<file path="src/rtl/inst_cache_dm.sv">
// Direct-mapped instruction cache: same-cycle hits, multi-beat
// sequential line refill over valid/ready, fence.i flush of all lines.
module inst_cache_dm #(
  parameter int ADDR_WIDTH = 17,
  parameter int INST_WIDTH = 32,
  parameter int LINE_WORDS = 4,
  parameter int NUM_LINES  = 32,
  parameter bit BYTE_SWAP  = 1'b1
) (
  input  logic                  clk,
  input  logic                  rst,
  input  logic                  ce,
  input  logic [ADDR_WIDTH-1:0] addr,
  input  logic                  pc_cache_stall,
  input  logic                  flush,
  output logic [INST_WIDTH-1:0] inst,
  output logic                  cache_enable,
  output logic                  mem_req,
  output logic [ADDR_WIDTH-1:0] mem_addr,
  input  logic                  mem_ready,
  input  logic [INST_WIDTH-1:0] mem_data
);

  localparam int OFF_W = $clog2(LINE_WORDS);
  localparam int IDX_W = $clog2(NUM_LINES);
  localparam int TAG_W = ADDR_WIDTH - OFF_W - IDX_W - 2;
  localparam logic [OFF_W-1:0] LAST_BEAT = OFF_W'(LINE_WORDS - 1);

  typedef enum logic [1:0] {
    IDLE,
    REFILL,
    COMMIT
  } state_e;

  state_e                  state_q, state_d;
  logic [OFF_W-1:0]        beat_q, beat_d;
  logic [TAG_W-1:0]        line_tag_q, line_tag_d;
  logic [IDX_W-1:0]        line_idx_q, line_idx_d;
  logic                    flush_pend_q, flush_pend_d;
  logic [NUM_LINES-1:0]    valid_q, valid_d;
  logic [ADDR_WIDTH-1:0]   mem_addr_q, mem_addr_d;

  logic [INST_WIDTH-1:0]   data_q [NUM_LINES][LINE_WORDS];
  logic [TAG_W-1:0]        tags_q [NUM_LINES];

  logic [OFF_W-1:0]        offset;
  logic [IDX_W-1:0]        index;
  logic [TAG_W-1:0]        tag;
  logic [OFF_W-1:0]        beat_inc;
  logic                    hit;
  logic                    beat_we;
  logic                    tag_we;
  logic [INST_WIDTH-1:0]   word;
  logic [INST_WIDTH-1:0]   word_out;

  assign offset   = addr[OFF_W+1:2];
  assign index    = addr[OFF_W+IDX_W+1:OFF_W+2];
  assign tag      = addr[ADDR_WIDTH-1:OFF_W+IDX_W+2];
  assign beat_inc = beat_q + 1'b1;

  assign hit = ce && valid_q[index]
            && (tags_q[index] == tag)
            && (state_q == IDLE);

  assign word = data_q[index][offset];

  generate
    if (BYTE_SWAP) begin : g_swap
      assign word_out = {word[7:0], word[15:8],
                         word[23:16], word[31:24]};
    end else begin : g_pass
      assign word_out = word;
    end
  endgenerate

  assign cache_enable = hit && !pc_cache_stall;
  assign inst         = cache_enable ? word_out : '0;
  assign mem_req      = (state_q == REFILL);
  assign mem_addr     = mem_addr_q;

  always_comb begin
    state_d      = state_q;
    beat_d       = beat_q;
    line_tag_d   = line_tag_q;
    line_idx_d   = line_idx_q;
    flush_pend_d = flush_pend_q;
    valid_d      = valid_q;
    mem_addr_d   = mem_addr_q;
    beat_we      = 1'b0;
    tag_we       = 1'b0;
    unique case (state_q)
      IDLE: begin
        if (ce && !hit && !flush) begin
          state_d      = REFILL;
          line_tag_d   = tag;
          line_idx_d   = index;
          beat_d       = '0;
          flush_pend_d = 1'b0;
          mem_addr_d   = {tag, index, {OFF_W{1'b0}}, 2'b00};
        end
      end
      REFILL: begin
        if (mem_ready) begin
          beat_we    = 1'b1;
          beat_d     = beat_inc;
          mem_addr_d = {line_tag_q, line_idx_q, beat_inc, 2'b00};
          if (beat_q == LAST_BEAT) state_d = COMMIT;
        end
      end
      COMMIT: begin
        if (!flush_pend_q) begin
          tag_we              = 1'b1;
          valid_d[line_idx_q] = 1'b1;
        end
        state_d = IDLE;
      end
      default: state_d = IDLE;
    endcase
    // flush wins over a same-edge commit
    if (flush) begin
      valid_d = '0;
      if (state_q != IDLE) flush_pend_d = 1'b1;
    end
  end

  always_ff @(posedge clk or negedge rst) begin
    if (!rst) begin
      state_q      <= IDLE;
      beat_q       <= '0;
      line_tag_q   <= '0;
      line_idx_q   <= '0;
      flush_pend_q <= 1'b0;
      valid_q      <= '0;
      mem_addr_q   <= '0;
    end else begin
      state_q      <= state_d;
      beat_q       <= beat_d;
      line_tag_q   <= line_tag_d;
      line_idx_q   <= line_idx_d;
      flush_pend_q <= flush_pend_d;
      valid_q      <= valid_d;
      mem_addr_q   <= mem_addr_d;
    end
  end

  always_ff @(posedge clk) begin
    if (beat_we) data_q[line_idx_q][beat_q] <= mem_data;
    if (tag_we) tags_q[line_idx_q] <= line_tag_q;
  end

endmodule
</file>
<file path="config.mk">
export PLATFORM = sky130hd
export DESIGN_NAME = inst_cache_dm
export DESIGN_NICKNAME = d
export VERILOG_FILES = /design/src/rtl/inst_cache_dm.sv
export SDC_FILE = /design/constraint.sdc
export NUM_CORES = 2
export LEC_CHECK = 0
export ABC_CLOCK_PERIOD_IN_PS = 5150
export CAP_MARGIN = 20
export CORE_ASPECT_RATIO = 1.75
export CORE_MARGIN = 2
export CORE_UTILIZATION = 45
export DETAILED_ROUTE_END_ITERATION = 16
export GPL_TIMING_DRIVEN = 0
export PLACE_DENSITY = 0.69
export SKIP_LAST_GASP = 1
export SLEW_MARGIN = 15
export SYNTH_ARGS = -nofsm -noshare
export SYNTH_HDL_FRONTEND = slang
export SYNTH_MEMORY_MAX_BITS = 65536
export SYNTH_SLANG_ARGS = --single-unit
</file>
<file path="constraint.sdc">
create_clock -name clk -period 5.15 [get_ports clk]
set_input_delay 1.03 -clock clk [delete_from_list [all_inputs] [get_ports clk]]
set_output_delay 1.03 -clock clk [all_outputs]
set_load 0.01 [all_outputs]
</file>
==> results.yml <==
clocking:
  cts.sinks: 4415
  cts_hold_buf: 0
  cts_buffers: 364
  htreeDepth: 5
  cts_tree: "done"
  cts_root_buffer: "clkbuf_16"
  clock_latency_ps: 970
  clkTransAtPathRegs_ps: 70
  cts.path.max_buffers: 4
placed_design:
  gp_congestion: 0.9218
  hpwl_mm: 327.3
  portBuffers: 95
  place_area_mm2: 0.1823
  place_ws_ps: -3495
timing:
  finalCriticalPeriod_ps: 5610
  fin_crit_sh: 1.089
  worst_slack_ps: -460.0
  fmax_mhz: 178.3
  setup_viol: 33
  worst_pin_slew_ps: 1221
  final-max-slew-violation-count: 0
  rsz0062_at_grt: "yes"
  whs_ps: 48.26
  hold_viol_final: 0
  finClkSkew_ps: 52.70
  max_slew_margin: 0.1831
routing:
  highest_layer: "met5"
  wl_met2_mm: 252.4
  postRouteAntennaNets: 0
  via_count: 81140
  drt-total-wl_mm: 491.6
  first_pass_iters: 8
  wire_per_inst_um: 37.96
  drt_iter0_drc: 12140
  wl_met3_mm: 42.28
  drcViolationCount: 0
  viasPerCell: 6.266
  met1_length_mm: 147.5
yosys:
  synthCells: 6842
  synth_ff_type: "edfxtp_1"
  synth_edf_count: 4352
  async_reset_ff_frac: 0.01427
  ys_types: 58
  yosysWarnings: 0
  yosysSeqAreaShare: 0.7811
  ys_ff_latch: 4415
  yosysTopAreaCellShare: 0.7718
  synth_area_leaders: "edfxtp_1 (77%), mux4_2 (18%), mux2i_1 (1.0%)"
  netlist_area_mm2: 0.1693
  synth_top_area_cell: "edfxtp_1"
  syn_avg_cell_area_um2: 24.75
grt:
  grt_pass1_wl_mm: 667.1
  grt_max_degree: 97
  grt_usage: 0.2556
  antenna_found_initial: 52
  overflow: 0
  grt_pass1_vias: 82520
cells_and_area:
  syn_to_final_growth_pct: 17.67
  finalInstanceArea_mm2: 0.1992
  layout.nets: 7717
  fin_util: 0.5306
  final_common_cell: "edfxtp_1"
  fill_cells: 26990
  drive_above_1_share: 0.3696
  final_cell_mix: "edfxtp_1 (4,352), mux4_2 (1,368), clkbuf_16 (387)"
floorplanning:
  boundaryPins: 106
  core_mm2: 0.3755
  die_height_um: 815.5
  chipWidth_um: 467.7
  dieArea_mm2: 0.3814
  initial_core_util: 0.4510
  num_rows: 298
power:
  fin_total_pwr_mw: 75.42
  power.leakage_nw: 61.80
  peakVddDrop_v: 0.0002840
  power.density_mw_per_mm2: 378.5
flow_run:
  drv_cap: 0
setup_path:
  timing.critical_path.mode_cell: "buf_16"
  worstSetupEndpointType: "output port"
  crit_chain: "buf_16, buf_12, buf_16, buf_16, buf_16, buf_16, buf_16, buf_12, mux4_2, mux4_2, mux2i_4, mux4_2, nor2_1, buf_2"
  critPathMaxStageDelay_ps: 540
  worstSetupPathType: "in -> out"
  crit_required_ps: 4120
  critPathTopFamily: "multiplexers"
  startpoint_type: "input port"
  cp_slowest_cell: "mux4_2"
  critPathArrivalTime_ps: 4580
  cp_max_fo: 10
  path_buf_inv: 9
outcome:
  violations: "negative setup slack"
  status: "finished with violations"
worst_hold_path:
  min_path_type: "in -> async"
## through the flow
step	setup TNS (ps)	std cells
after floorplan	0	6843
after global placement	-7254270	11890
after detailed placement	-104940	12090
after CTS	-12180	12860
after global routing	-10420	12940
final	-11350	12950
## cells by family (layout without fill, tap and decap cells)
| group | Yosys count | count (layout) | share of synthesized area |
|---|---|---|---|
| XOR/XNOR | 8 | 8 | 0.0004138 |
| AND/OR/NAND/NOR | 391 | 391 | 0.009540 |
| flip-flops | 4415 | 4415 | 0.7811 |
| other | 1 | 62 | 0.00002215 |
| buffers and inverters | 382 | 1479 | 0.01153 |
| multiplexers | 1558 | 1558 | 0.1934 |
| AO/OA/AOI/OAI | 83 | 83 | 0.003702 |
| adder cells (fa/ha/maj) | 4 | 4 | 0.0002956 |
## sequential cells by signal (all words and copies together) (netlist names)
| signal | flops |
|---|---|
| data_q | 4096 |
| tags_q | 256 |
| valid_q | 32 |
| mem_addr | 14 |
| line_tag_q | 8 |
| line_idx_q | 5 |
| state_q | 2 |
| beat_q | 1 |
| flush_pend_q | 1 |
## layer usage
metal / vias up / GRT usage
met3: 1281 / 0.04663
met4: 12 / 0.2071
met5: - / 0
li1: 31240 / -
met1: 43570 / 0.2749
met2: 5037 / 0.4390
## cell usage after synthesis (3+ instances only)
master and n:
inv_1 8, and2_1 9, xnor2_1 5, nand2b_1 8, mux2i_1 169, nand2_1 48, a211oi_1 29, xor2_1 3
mux2_2 15, buf_2 42, ha_1 4, nor3_1 4, o221ai_1 9, nand3_1 4, buf_1 35, clkbuf_1 179
o32ai_1 4, a21oi_1 4, buf_4 108, edfxtp_1 4352, mux4_2 1368, nor3b_1 4, a31oi_1 3, nor2b_1 10
mux2_1 6, dfrtp_1 63, buf_6 6, o22ai_1 12, nor2_1 294
## path summary, 6_finish.rpt
check / from / end / slack (ps) / depth (start not counted)
min in group clk: mem_data[26] / data_q[29][58] / 470 / 1
worst max register to register: state_q[1] / data_q[20][84] / 1400 / 7
worst min register to register: valid_q[20] / valid_q[20] / 500 / 2
max in group asynchronous: rst / valid_q[24] / 4580 / 2
worst min-delay path: rst / line_tag_q[5] / 50 / 1
worst max-delay path: addr[4] / inst[16] / -460 / 14
## cell type report
class                   count  area [µm²]  share of cell area
multi-input cells        2046       37360              0.1875
flip-flops and latches   4415      132300              0.6639
clock buffers             449        9649             0.04843
plain buffers             362        3949             0.01982
diodes                     60       150.1           0.0007536
inverters                  10       37.54           0.0001884
repair buffers            459        7696             0.03863
clock inverters           199        1932            0.009696
well taps                4950        6193             0.03109
## report_power, final
part / switching (mW) / internal (mW) / total [mW]
sequential: 0.437 / 40.3 / 40.7
clock: 12.8 / 15.1 / 27.9
combinational: 4.31 / 2.47 / 6.77
## timing repair
item / 4_1_cts / 5_1_grt
pin swaps: 11 / 21
hold endpoints to repair: 0 / 0
gates cloned: 14 / 2
setup endpoints to repair: 33 / 33
gates resized for setup: 970 / 73
setup buffers: 107 / 34
Power figures use the tool's default switching activity.
